File: config.mk
export PLATFORM = sky130hd
export DESIGN_NAME = core_cmt
export DESIGN_NICKNAME = d
export VERILOG_FILES = /design/src/rtl/core_cmt.sv
export SDC_FILE = /design/constraint.sdc
export NUM_CORES = 1
export LEC_CHECK = 0
export CORE_MARGIN = 1
export CORE_UTILIZATION = 30
export CTS_BUF_LIST = sky130_fd_sc_hd__clkbuf_4
export CTS_CLUSTER_SIZE = 10
export DETAILED_ROUTE_END_ITERATION = 12
export GPL_ROUTABILITY_DRIVEN = 0
export MAX_ROUTING_LAYER = met4
export PLACE_DENSITY = 0.47
export SETUP_SLACK_MARGIN = 0.3
export SYNTH_ARGS = -nofsm -noshare
export SYNTH_HDL_FRONTEND = slang
export SYNTH_SLANG_ARGS = --single-unit
File: constraint.sdc
create_clock -name clk_i -period 6.84 [get_ports clk_i]
set_input_delay 0.684 -clock clk_i [delete_from_list [all_inputs] [get_ports clk_i]]
set_output_delay 0.684 -clock clk_i [all_outputs]
set_load 0.02 [all_outputs]
File: src/rtl/core_cmt.sv
// core_cmt: in-order commit buffer ahead of the architectural register file.
// Tags are handed out at dispatch, results arrive out of order on CMPL ports,
// and entries retire strictly in program order through one registered write port.
module core_cmt #(
    parameter  int DEPTH = 8,
    parameter  int CMPL  = 2,
    localparam int TW    = $clog2(DEPTH)
) (
    input  logic                 clk_i,
    input  logic                 rst_i,
    input  logic                 alloc_valid_i,
    output logic                 alloc_ready_o,
    input  logic                 alloc_wen_i,
    input  logic [3:0]           alloc_addr_i,
    output logic [TW-1:0]        alloc_tag_o,
    input  logic [CMPL-1:0]      cmpl_valid_i,
    input  logic [CMPL*TW-1:0]   cmpl_tag_i,
    input  logic [CMPL*16-1:0]   cmpl_data_i,
    input  logic                 flush_i,
    output logic                 wb_en_o,
    output logic [3:0]           wb_addr_o,
    output logic [15:0]          wb_data_o,
    output logic                 retire_o,
    output logic [TW:0]          count_o,
    output logic                 empty_o,
    output logic                 cmpl_err_o
);

    typedef enum logic [1:0] {S_FREE, S_WAIT, S_DONE} ent_st_t;

    ent_st_t       st_q   [DEPTH];
    logic          wen_q  [DEPTH];
    logic [3:0]    addr_q [DEPTH];
    logic [15:0]   data_q [DEPTH];

    logic [TW-1:0] head_q;
    logic [TW-1:0] tail_q;
    logic [TW:0]   count_q;
    logic          err_q;
    logic          wb_en_q;
    logic          retire_q;
    logic [3:0]    wb_addr_q;
    logic [15:0]   wb_data_q;

    logic              alloc_acc;
    logic              commit;
    logic              err_now;
    logic [DEPTH-1:0]  cmpl_hit;
    logic [15:0]       cmpl_wdata [DEPTH];
    logic [TW-1:0]     tg;
    logic              dup;

    // Full is judged from the registered count only, so a commit never frees a slot the same cycle.
    assign alloc_acc = alloc_valid_i && (count_q != (TW+1)'(DEPTH));
    // Commit looks at registered state, so a result reaches the register file one edge after capture.
    assign commit    = (st_q[head_q] == S_DONE);

    // Resolve completion ports: legal hits only on WAIT entries, lowest port wins a shared tag.
    always_comb begin
        cmpl_hit = '0;
        err_now  = 1'b0;
        tg       = '0;
        dup      = 1'b0;
        for (int i = 0; i < DEPTH; i++) cmpl_wdata[i] = '0;
        for (int p = 0; p < CMPL; p++) begin
            tg  = cmpl_tag_i[p*TW +: TW];
            dup = 1'b0;
            for (int q = 0; q < p; q++) begin
                if (cmpl_valid_i[q] && (cmpl_tag_i[q*TW +: TW] == tg)) dup = 1'b1;
            end
            if (cmpl_valid_i[p]) begin
                if (dup || (st_q[tg] != S_WAIT)) begin
                    err_now = 1'b1;
                end else begin
                    cmpl_hit[tg]   = 1'b1;
                    cmpl_wdata[tg] = cmpl_data_i[p*16 +: 16];
                end
            end
        end
    end

    // Control state: entry states, pointers, count, retire strobes and the sticky error.
    always_ff @(posedge clk_i) begin
        if (rst_i) begin
            for (int i = 0; i < DEPTH; i++) st_q[i] <= S_FREE;
            head_q   <= '0;
            tail_q   <= '0;
            count_q  <= '0;
            wb_en_q  <= 1'b0;
            retire_q <= 1'b0;
            err_q    <= 1'b0;
        end else if (flush_i) begin
            for (int i = 0; i < DEPTH; i++) st_q[i] <= S_FREE;
            head_q   <= '0;
            tail_q   <= '0;
            count_q  <= '0;
            wb_en_q  <= 1'b0;
            retire_q <= 1'b0;
        end else begin
            if (err_now) err_q <= 1'b1;
            // Hit, head and tail entries are always distinct (WAIT, DONE, FREE respectively).
            for (int i = 0; i < DEPTH; i++) begin
                if (cmpl_hit[i]) st_q[i] <= S_DONE;
            end
            if (commit) begin
                st_q[head_q] <= S_FREE;
                head_q       <= head_q + TW'(1);
            end
            if (alloc_acc) begin
                st_q[tail_q] <= S_WAIT;
                tail_q       <= tail_q + TW'(1);
            end
            count_q  <= count_q + (TW+1)'(alloc_acc) - (TW+1)'(commit);
            wb_en_q  <= commit && wen_q[head_q];
            retire_q <= commit;
        end
    end

    // Register-file address/data hold between commits; only reset clears them.
    always_ff @(posedge clk_i) begin
        if (rst_i) begin
            wb_addr_q <= '0;
            wb_data_q <= '0;
        end else if (!flush_i && commit) begin
            wb_addr_q <= addr_q[head_q];
            wb_data_q <= data_q[head_q];
        end
    end

    // Entry payload storage; the entry state decides whether its contents mean anything.
    always_ff @(posedge clk_i) begin
        if (!flush_i && alloc_acc) begin
            wen_q[tail_q]  <= alloc_wen_i;
            addr_q[tail_q] <= alloc_addr_i;
        end
        for (int i = 0; i < DEPTH; i++) begin
            if (!flush_i && cmpl_hit[i]) data_q[i] <= cmpl_wdata[i];
        end
    end

    assign alloc_ready_o = (count_q != (TW+1)'(DEPTH));
    assign alloc_tag_o   = tail_q;
    assign count_o       = count_q;
    assign empty_o       = (count_q == '0);
    assign wb_en_o       = wb_en_q;
    assign wb_addr_o     = wb_addr_q;
    assign wb_data_o     = wb_data_q;
    assign retire_o      = retire_q;
    assign cmpl_err_o    = err_q;

endmodule

# ---- Word-level counts from Yosys, hierarchy flattened
# Memories as Yosys holds them, arrays and structs flattened. A register that Yosys moved wholly into a read port is not among the register bits.
# Cells that the tools add are included.
dict set report word_totals {
  ff_bits 13
  ramBits 184
  in_bits 49
  output_inout_bits 32
  wordCells 175
  n_memories 4
}
# name depth width read_ports rd_clocked_by_memory_dff write_ports line_no
set mem_list {}
lappend mem_list {data_q 8 16 1 1 8 34} ;# logic [15:0] data_q [DEPTH];
lappend mem_list {addr_q 8 4 1 1 1 33} ;# logic [3:0] addr_q [DEPTH];
lappend mem_list {st_q 8 2 3 1 10 31} ;# ent_st_t st_q [DEPTH];
lappend mem_list {wen_q 8 1 1 1 1 32} ;# logic wen_q [DEPTH];
dict set report op_classes {
  add_sub_neg 4
  magnitude_cmp 8
  n_eq_ne 5
  n_mux 105
  bitwise 21
  reduce_logical 22
}
# operator n
set op_table {}
lappend op_table {{128-bit two-way mux} 4}
lappend op_table {{128-bit AND} 1}
lappend op_table {{128-bit bitwise mux} 1}
lappend op_table {{16-bit demux with 3-bit select} 2}
lappend op_table {{1-bit two-way mux} 70}
lappend op_table {{16-bit two-way mux} 2}
lappend op_table {{2-bit two-way mux} 16}
lappend op_table {{8-bit two-way mux} 4}
lappend op_table {{1-bit logical AND} 17}
lappend op_table {{1-bit bitwise OR} 16}
lappend op_table {{3-bit two-way mux} 4}
lappend op_table {{4-bit >= comparator, second input constant} 2}
lappend op_table {{3-bit by 4-bit less-than comparator with 1-bit output, second input constant} 2}
lappend op_table {{4-bit by 1-bit less-than comparator with 1-bit output, second input constant} 2}
lappend op_table {{3-bit NOT with 4-bit output} 2}
lappend op_table {{8-bit bitwise OR} 1}
lappend op_table {{3-bit by 1-bit adder with 3-bit output, second input constant} 2}
lappend op_table {{1-bit demux with 3-bit select} 2}
lappend op_table {{3-bit by 1-bit >= comparator with 1-bit output, second input constant} 2}
lappend op_table {{4-bit by 1-bit adder with 4-bit output} 1}
lappend op_table {{4-bit zero test} 1}
lappend op_table {{2-bit by 1-bit != test with 1-bit output, second input constant} 2}
lappend op_table {{4-bit != test, second input constant} 1}
lappend op_table {{4-bit by 1-bit subtractor with 4-bit output} 1}
lappend op_table {{7 further kinds} 7}

# ---- Logic depth before layout (Yosys ltp)
# Gate-level depths: netlist of run 1.
dict set report depth {
  depth_word 14
  depth_mapped 13
  ltp_nobuf 11
}

# ---- Least setup slack after synthesis of run 1
# OpenSTA, ideal clock, no wires.
dict set report synth_timing {
  path_kind {input -> register}
  startpoint {input port cmpl_tag_i[5]}
  endpoint {memory data_q[5][0] (enable)}
  setup_time_ns 0.388
  arrival_time_ns 2.873
  required_time_ns 6.452
  setup_slack_ns 3.578
  cell_stages 7
  n_path_buf 2
  path_cell_list {buf_4 -> buf_2 -> mux2i_1 -> a2111oi_0 -> nor4b_2 -> nor2_1 -> nor2_1}
}
# element line_no
set synth_lines {}
lappend synth_lines {{start, declared} 17} ;# input logic [CMPL*TW-1:0] cmpl_tag_i,
lappend synth_lines {{end, declared} 34}

==> results.md, run 1 <==
- Status: finished clean
- Routing usage on met3: roughly 3%
- DR iter-0 viols: 685
- Fin util: a little over a third
- Final setup skew: 0.0498 ns
- Crit path kind: primary input to flop
- Area contributors post-synth: edfxtp_1 47%, a22o_1 11%, dfxtp_1 9.8%
- Hold_buf cts: 0
- Cells after DPL: about 1.3k
- CP max-delay cell: clkdlybuf4s50_1
- Share of the synthesized area in the top cell type: a little under half
- Hold_ws: about 0.45 ns
- Most used DFF post-synth: edfxtp_1
- Max IR drop VDD: 0.105 mV
- DRT antenna net count: 0
- WL final: roughly 36000 µm
- Overall global routing resource usage: 20.4%
- Max-slew violations: 0
- Reg2reg setup slack: around 3.5 ns
- Clk sinks: 220
- Register area share after synthesis: 57.3%
- Fin crit period: roughly 3.7 ns
- Detailed-route wire length per cell: 25.2 µm
- Row count: between 60 and 70
- Hold Vio Cnt, Final: 0
- Leakage power: between 4 and 5 nW
- Layout cell share with drive strength beyond 1: between 10% and 20%
- Antenna violations before repair: 1
- Design area: 12700 µm²
- Clock Latency Late Sink: roughly 0.71 ns
- Post-route insts no fill: between 1k and 1.5k
- Initial Util: 30.6%
- Core box area: approximately 35000 µm²
- Mapped Cells: 830
- Worst path cell trace: clkdlybuf4s50_1 -> mux2i_1 -> o32ai_1 -> or3_1 -> nor4_4 -> buf_4 -> o21a_1
- Max Cap Viol: 0
- CP endpoint kind: flop
- Worst setup margin: roughly 3.2 ns
- Worst path bufs/invs: 2
- TritonCTS clock tree: built
- PwrDens: about 220 nW/µm²
- Worst EP required: 7.14 ns
- Fin crit share: a little over half
- Worst Setup Start Kind: primary input
- Number of fill cells: between 3k and 4k
- Grt peak-use layer: met2
- Post-synth cell types: 61
- Register area: between 6000 and 7000 µm²
- Slew margin rel.: between 30% and 40%
- Tightest Pin Transition: 1.01 ns
- Post-CTS Setup Inserts: 0
- Clock root buffer: clkbuf_4
- Crit path max-delay family: buffers and inverters
- Setup TNS: 0 ns
- # nets final: just under 1k
- I/O pins: 81
- # resized after CTS: 0
- Vias per cell: about 5.6
- Drt pass-1 iters: 5
- Worst EP arrival: just under 4 ns
- Post-synth ARST share: 0%
- Mapped Area: 10600 µm²
- Dpl cell area: 11900 µm²
- Cell taking the most area after synthesis: edfxtp_1
- Area Overhead vs Synth: 19.4%
- Final Setup Violations: 0
- Min-Delay Path Class: flop to flop
- Vias in the first global route: 7815
- CTS H-tree depth: 2
- Dpl ws: ~2.4 ns
- Inserted Clock Buffers: 60
- Met1 Use GR: about a quarter
- Grt ovf: 0
- Total area of multi-input combinational cells: 4110 µm²
- Met2 Track Usage GR: between 30% and 40%
- Routed vias: approximately 7.9k
- Die X: approximately 190 µm
- First-pass GRT wire length: 52300 µm
- Clock slew at reported path FFs: approximately 0.060 ns
- Synth Net Count: roughly 900
- EDFF count, synth: ~170
- Clock Path Buffers: 3
- Maximum clock rate: 273 MHz
- Post-synthesis register bit count: between 200 and 250
- Hpwl dp: between 20000 and 25000 µm
- Ys Warns: 0
- Power after layout: approximately 2.8 mW
- Critical path's largest stage delay: around 0.83 ns
- Largest net degree at the start of global routing: between 40 and 50
- Critical Path Fanout Max: 17
- RSZ-0062 raised after global routing: no
- DRC Markers: 0
- Total die area: between 30000 and 40000 µm²
- Input/output buffers: 80
- Syn avg cell area: between 10 and 15 µm²
- Die Y: 190 µm
==> report_power, final <==
part / switching, mW / internal [mW] / total (mW)
combinational: 0.0781 / 0.0474 / 0.126
clock: 0.574 / 0.650 / 1.22
sequential: 0.00349 / 1.43 / 1.43
total: 0.655 / 2.12 / 2.78
==> registers in the layout, summed over array words and instances (netlist names), named ones only <==
| signal | count |
|---|---|
| wb_data_o | 16 |
| count_o | 4 |
| data_q | 128 |
| addr_q | 32 |
| head_q | 3 |
| alloc_tag_o | 3 |
| wen_q | 8 |
| cmpl_err_o | 1 |
| retire_o | 1 |
| wb_addr_o | 4 |
| st_q | 16 |
| wb_en_o | 1 |
==> cell families (layout without fill, tap and decap cells) <==
| family | after synthesis | count (layout) | share of synthesized area, % |
|---|---|---|---|
| compound gates | 268 | 268 | 20.2 |
| flops | 220 | 220 | 57.3 |
| simple gates | 159 | 159 | 8.86 |
| buf+inv | 116 | 243 | 4.84 |
| mux | 51 | 51 | 7.09 |
| fa+ha+maj | 9 | 9 | 1.13 |
| xor+xnor | 7 | 7 | 0.577 |
| other cells | 0 | 1 | 0 |
==> cell usage in the layout, fill, tap and decap left out, types with 7 or more instances in the layout <==
master	instances
a211oi_1	7
a21oi_1	40
a221oi_1	13
a22o_1	132
a22oi_1	11
a311oi_1	9
a32o_1	7
buf_4	32
clkbuf_4	99
clkdlybuf4s50_1	80
clkinv_1	8
dfxtp_1	50
edfxtp_1	168
ha_1	8
inv_1	19
mux2_2	14
mux2i_1	19
mux4_2	18
nand2_1	29
nand2b_1	12
nand3_1	13
nor2_1	28
nor2b_1	7
nor3_1	20
o211ai_1	8
o21a_1	8
==> final cells by class <==
cell class | instances | area share [%]
clock buffer | 99 | 5.86
timing repair buffer | 112 | 8.21
clock inverter | 11 | 0.414
multi-input combinational | 494 | 32.4
antenna | 1 | 0.0197
sequential | 220 | 48.0
tap | 455 | 4.49
inverter | 21 | 0.621
==> tightest hold or removal path: stages, from the launching register on <==
cell,delay [ns]
dfxtp_1,0.32
nand2_1,0.05
nand3_1,0.05
==> cells in the mapped netlist, types with 9 or more instances <==
| cell | n |
|---|---|
| clkbuf_1 | 37 |
| nor3_1 | 20 |
| dfxtp_1 | 52 |
| nand2_1 | 29 |
| nand3_1 | 13 |
| mux4_2 | 18 |
| edfxtp_1 | 168 |
| inv_1 | 19 |
| buf_2 | 9 |
| a22o_1 | 132 |
| mux2_2 | 14 |
| a21oi_1 | 40 |
| nor2_1 | 28 |
| mux2i_1 | 19 |
| a221oi_1 | 13 |
| a311oi_1 | 9 |
| nand2b_1 | 12 |
| buf_1 | 37 |
| a22oi_1 | 11 |
==> final timing paths <==
check	start	to	cells past startpoint
max reg2reg	flop	count_o[2]	12
min reg2reg	cmpl_err_o	cmpl_err_o	2
min	cmpl_err_o	cmpl_err_o	2
max	cmpl_tag_i[4]	data_q[2][3]	7
==> routing by layer <==
metal  routed length, µm  share of wire [%]
met1               15800                 45
met2               16900                 47
met3                1840                5.2
met4                1010                2.8
met5                   0                  0
(Power assumes the default switching activity.)
==> inputs of run 2 (changes only) <==
- clock period: 6.84 -> 3.45 ns (I/O delays scaled with it)
==> run 2 against run 1 <==
  * Design area rose by 2.8%
  * Worst setup slack got worse by 2.8 ns
  * Core utilization rose by 1.0 points
  * Clock power rose by 120%
  * Cell count rose by 2.8%
  * Hold slack got worse by 0.083 ns
  * First-iteration DRC count fell by 20%
  * Via count rose by 1.3%
  * Clock-buffer cell count rose by 12
  * Critical path type is now flop to flop
  * Critical endpoint is now wb_data_o[3]
==> results.md, run 2 (synthesized netlist as in run 1, its figures left out) <==
- Status: finished clean
- # nets final: 1003 (+3.7%)
- Worst EP required: 3.97 ns (-3.17 ns)
- Overall global routing resource usage: 20.9% (+0.55 points)
- Die Y: 190 µm (unchanged)
- Clk sinks: 220 (unchanged)
- Layout cell share with drive strength beyond 1: 23.4% (+3.5 points)
- # resized after CTS: 0 (unchanged)
- Routed vias: 8015 (+1.3%)
- Commonest cells after routing, fill and taps aside: 168 x edfxtp_1, 132 x a22o_1, 111 x clkbuf_4
- Input/output buffers: 80 (unchanged)
- Biggest regs: data_q: 128 flops, addr_q: 32 flops
- Final setup skew: 0.0492 ns (-0.000648 ns)
- Drt pass-1 iters: 5 (unchanged)
- Sw Ratio: 22.8% (-0.75 points)
- Tightest Pin Transition: 1.01 ns (+0.00254 ns)
- Worst path cell trace: inv_1 -> a221o_1 -> a2111oi_0 -> buf_4 -> nor3_1
- Internal Power: 4.45 mW (+110%)
- Logic pwr share: 4.4% (about the same)
- Hpwl dp: 23600 µm (+6.6%)
- Hold_ws: 0.369 ns (-0.0832 ns)
- Power after layout: 5.76 mW (+110%)
- Hold Vio Cnt, Final: 0 (unchanged)
- Min-Delay Path Class: primary input to flop
- DRT antenna net count: 0 (unchanged)
- Flop pwr share: 49.2% (-2.3 points)
- First-pass GRT wire length: 53400 µm (+2.0%)
- Worst EP arrival: 3.55 ns (-0.41 ns)
- Worst Setup Start Kind: flop
- Total die area: 36200 µm² (unchanged)
- TritonCTS clock tree: built
- WL final: 36400 µm (+2.3%)
- Crit path kind: flop to flop
- Setup TNS: 0 ns (unchanged)
- Slew margin rel.: 32.1% (-0.42 points)
- Antenna violations before repair: 1 (unchanged)
- Critical Path Fanout Max: 16 (-1)
- Clock Path Buffers: 3 (unchanged)
- Die X: 190 µm (unchanged)
- Vias per cell: 5.52 (-1.4%)
- Area Overhead vs Synth: 22.7%
- Inserted Clock Buffers: 67 (+12%)
- DRC Markers: 0 (unchanged)
- CP max-delay cell: a2111oi_0
- Clock Latency Late Sink: 0.68 ns (-0.03 ns)
- Max-slew violations: 0 (unchanged)
- Largest register FFs: 128 (unchanged)
- Max IR drop VDD: 0.208 mV (+98%)
- I/O pins: 81 (unchanged)
- Clock root buffer: clkbuf_4
- CTS H-tree depth: 3 (+1)
- Grt ovf: 0 (unchanged)
- Fin crit period: a little over 3 ns
- Vias in the first global route: 8086 (+3.5%)
- Worst setup margin: 0.421 ns (-2.75 ns)
- P_sw: 1.32 mW (+100%)
- Dpl ws: 0.140 ns (-2.29 ns)
- Hold_buf cts: 0 (unchanged)
- Core box area: 34700 µm² (unchanged)
- Fin crit share: between 80 and 90%
- Largest net degree at the start of global routing: 33 (-28%)
- PwrDens: 442 nW/µm² (+100%)
- CP endpoint kind: flop
- Critical path's largest stage delay: 0.80 ns (-0.03 ns)
- Leakage power: 4.39 nW (+5.4%)
- Largest Register: data_q
- Max Cap Viol: 0 (unchanged)
- Most common library cell in the layout ignoring fill and taps: edfxtp_1
- Row count: 68 (unchanged)
- Clock slew at reported path FFs: 0.06 ns (about the same)
- Initial Util: 30.6% (unchanged)
- Clock Power Share: 46.4% (+2.4 points)
- Final Setup Violations: 0 (unchanged)
- Detailed-route wire length per cell: 25.1 µm (-0.49%)
- Maximum clock rate: about 330 MHz
- RSZ-0062 raised after global routing: no
- Post-CTS Setup Inserts: 0 (unchanged)
- DR iter-0 viols: 548 (-20%)
[run 2: power groups by stage]
| stage | Sequential [mW] | Clock, mW | Combinational (mW) |
|---|---|---|---|
| floorplan | 2.90 | 0 | 0.126 |
| detailed placement | 2.89 | 0 | 0.253 |
| CTS | 2.84 | 2.74 | 0.253 |
| global route | 2.84 | 2.89 | 0.270 |
| finish | 2.84 | 2.67 | 0.253 |
| global placement | 2.89 | 0 | 0.252 |
[run 2: cell type report]
cell class                      instances  area (µm²)
Inverter                               21        78.8
Tap cell                              455         569
Multi-Input combinational cell        494        4110
Antenna cell                            1        2.50
Clock inverter                          9        65.1
Sequential cell                       220        6090
Timing Repair Buffer                  141        1300
Fill cell                            3414       21700
Clock buffer                          111         833
[run 2: critical path: cells and delay by family (launching register included)]
family / cells / cell delay, ns
AND/OR/NAND/NOR: 1 / 0.04
flip-flops: 1 / 0.77
AO/OA/AOI/OAI: 2 / 1.24
buffers and inverters: 2 / 0.81
[run 2: worst paths after layout]
path / slack, ns / startpoint / cells after the start / to
hold reg to reg: 0.46 / cmpl_err_o / 2 / cmpl_err_o
setup / recovery: 0.42 / head_q[0] / 5 / wb_data_o[3]
setup reg to reg: 0.42 / head_q[0] / 5 / wb_data_o[3]
hold / removal: 0.37 / alloc_valid_i / 3 / alloc_tag_o[1]
[run 2: per-stage QoR]
stage | std cells | area, µm² | utilization [%]
detailed placement | 1331 | 12100 | 35.0
global route | 1452 | 13000 | 37.6
global placement | 1331 | 12100 | 35.0
floorplan | 830 | 10600 | -
finish | 1452 | 13000 | 37.6
CTS | 1451 | 13000 | 37.6
[run 2: per-layer routing]
| layer | GRT usage [%] | routed length, µm | part of all wire, % |
|---|---|---|---|
| met5 | - | 0 | 0 |
| met4 | 6.98 | 873 | 2.4 |
| met3 | 4.13 | 2020 | 5.6 |
| met2 | 33.5 | 17600 | 48 |
| met1 | 26.4 | 15900 | 44 |
==> inputs of run 3 (changes only) <==
- RECOVER_POWER: default -> 25
==> run 3 against run 2 <==
  * Die area is the same
  * Largest cell class unchanged
  * Core utilization is essentially flat
  * Largest power group unchanged
  * Design area shrank 0.12%
  * Wire length shrank 0.26%
  * Worst setup slack gained 0.022 ns
  * Critical endpoint unchanged
  * Cell count is the same
  * First-iteration DRC count grew 2.4%
  * Clock power is essentially flat
==> results.md, run 3 (synthesized netlist as in run 1, its figures left out) <==
- Status: finished clean
- Final Setup Violations: 0 (unchanged)
- Inserted Clock Buffers: 67 (unchanged)
- Biggest regs: data_q: 128 flops, addr_q: 32 flops
- Hpwl dp: 23600 µm (unchanged)
- Worst EP arrival: 3.53 ns (-0.02 ns)
- Routed vias: 7990 (-0.31%)
- Vias per cell: 5.50 (-0.31%)
- Clock Path Buffers: 3 (unchanged)
- RSZ-0062 raised after global routing: no
- Largest Register: data_q
- CP endpoint kind: flop
- Final setup skew: 0.0529 ns (+0.00365 ns)
- Overall global routing resource usage: 20.9% (unchanged)
- TritonCTS clock tree: built
- Crit path kind: flop to flop
- I/O pins: 81 (unchanged)
- Clock root buffer: clkbuf_4
- Max IR drop VDD: 0.208 mV (+0.20%)
- Cells after DPL: 1331 (unchanged)
- Largest register FFs: 128 (unchanged)
- DR iter-0 viols: 561 (+2.4%)
- Row count: 68 (unchanged)
- Most common library cell in the layout ignoring fill and taps: edfxtp_1
- Drt pass-1 iters: 6 (+1)
- Slew margin rel.: 30.8% (-1.3 points)
- Clock slew at reported path FFs: 0.06 ns (about the same)
- Input/output buffers: 80 (unchanged)
- Detailed-route wire length per cell: 25.0 µm (-0.26%)
- Leakage power: 4.47 nW (+1.9%)
- PwrDens: 443 nW/µm² (+0.13%)
- Total die area: 36200 µm² (unchanged)
- Clock Latency Late Sink: 0.68 ns (about the same)
- Commonest cells after routing, fill and taps aside: 168 x edfxtp_1, 132 x a22o_1, 111 x clkbuf_4
- Initial Util: 30.6% (unchanged)
- Fin crit period: 3.01 ns (-0.0224 ns)
- Maximum clock rate: 333 MHz (+0.75%)
- Vias in the first global route: 8086 (unchanged)
- Worst EP required: 3.97 ns (about the same)
- WL final: 36300 µm (-0.26%)
- Die Y: 190 µm (unchanged)
- First-pass GRT wire length: 53400 µm (unchanged)
- Core box area: 34700 µm² (unchanged)
- Max Cap Viol: 0 (unchanged)
- Max-slew violations: 0 (unchanged)
- DRC Markers: 0 (unchanged)
- Worst setup margin: 0.443 ns (+0.0224 ns)
- Post-route insts no fill: 1452 (unchanged)
- Die X: 190 µm (unchanged)
- Grt ovf: 0 (unchanged)
- Fin crit share: 87.2% (-0.65 points)
- Dpl ws: 0.140 ns (unchanged)
- Hold_buf cts: 0 (unchanged)
- Post-CTS Setup Inserts: 0 (unchanged)
- # resized after CTS: 0 (unchanged)
- Area Overhead vs Synth: 22.6%
- Worst Setup Start Kind: flop
- DRT antenna net count: 0 (unchanged)
- Fin util: 37.5% (-0.043 points)
- Clk sinks: 220 (unchanged)
- Setup TNS: 0 ns (unchanged)
- Layout cell share with drive strength beyond 1: 23.0% (-0.40 points)
- CTS H-tree depth: 3 (unchanged)
- Largest net degree at the start of global routing: 33 (unchanged)
- # nets final: 1003 (unchanged)
- Hold_ws: 0.363 ns (-0.00619 ns)
- Tightest Pin Transition: 1.03 ns (+0.0191 ns)
- Hold Vio Cnt, Final: 0 (unchanged)
- Critical Path Fanout Max: 16 (unchanged)
- Antenna violations before repair: 1 (unchanged)
- Number of fill cells: 3415 (+0.029%)
- Min-Delay Path Class: primary input to flop
run 3: routing by layer:
metal,global-route usage (%),routed length (µm),up-vias
met4,6.98,905,0
met3,4.13,2170,77
met1,26.4,15700,4027
met5,-,0,-
met2,33.5,17500,293
li1,-,-,3593
run 3: worst paths after layout:
check	start	end	slack, ns	depth (start not counted)
setup / recovery	head_q[0]	wb_data_o[3]	0.44	5
hold / removal	alloc_valid_i	alloc_tag_o[1]	0.36	3
setup reg to reg	head_q[0]	wb_data_o[3]	0.44	5
hold reg to reg	cmpl_err_o	cmpl_err_o	0.45	2
run 3: report_power, final:
| group | internal [mW] | leakage (nW) | switching (mW) |
|---|---|---|---|
| sequential | 2.83 | 1.97 | 0.00682 |
| clock | 1.52 | 0.546 | 1.16 |
| combinational | 0.0965 | 1.95 | 0.152 |
| total | 4.45 | 4.47 | 1.32 |
run 3: per-stage QoR:
step,total power [mW],instance area [µm²]
floorplan,3.02,10600
global placement,3.15,12100
detailed placement,3.15,12100
CTS,5.84,13000
global route,6.00,13000
finish,5.76,13000
run 3: area by class of cell:
type | count | area (µm²) | area share, %
Inverter | 21 | 78.8 | 0.605
Timing Repair Buffer | 141 | 1280 | 9.84
Sequential cell | 220 | 6090 | 46.7
Clock buffer | 111 | 833 | 6.40
Tap cell | 455 | 569 | 4.37
Clock inverter | 9 | 65.1 | 0.499
Antenna cell | 1 | 2.50 | 0.0192
Multi-Input combinational cell | 494 | 4110 | 31.5
run 3: worst max-delay path: stages (launching register included):
cell and delay (ns):
dfxtp_1 0.77, inv_1 0.60, a221o_1 0.45, a2111oi_0 0.76
buf_4 0.22, nor3_1 0.04
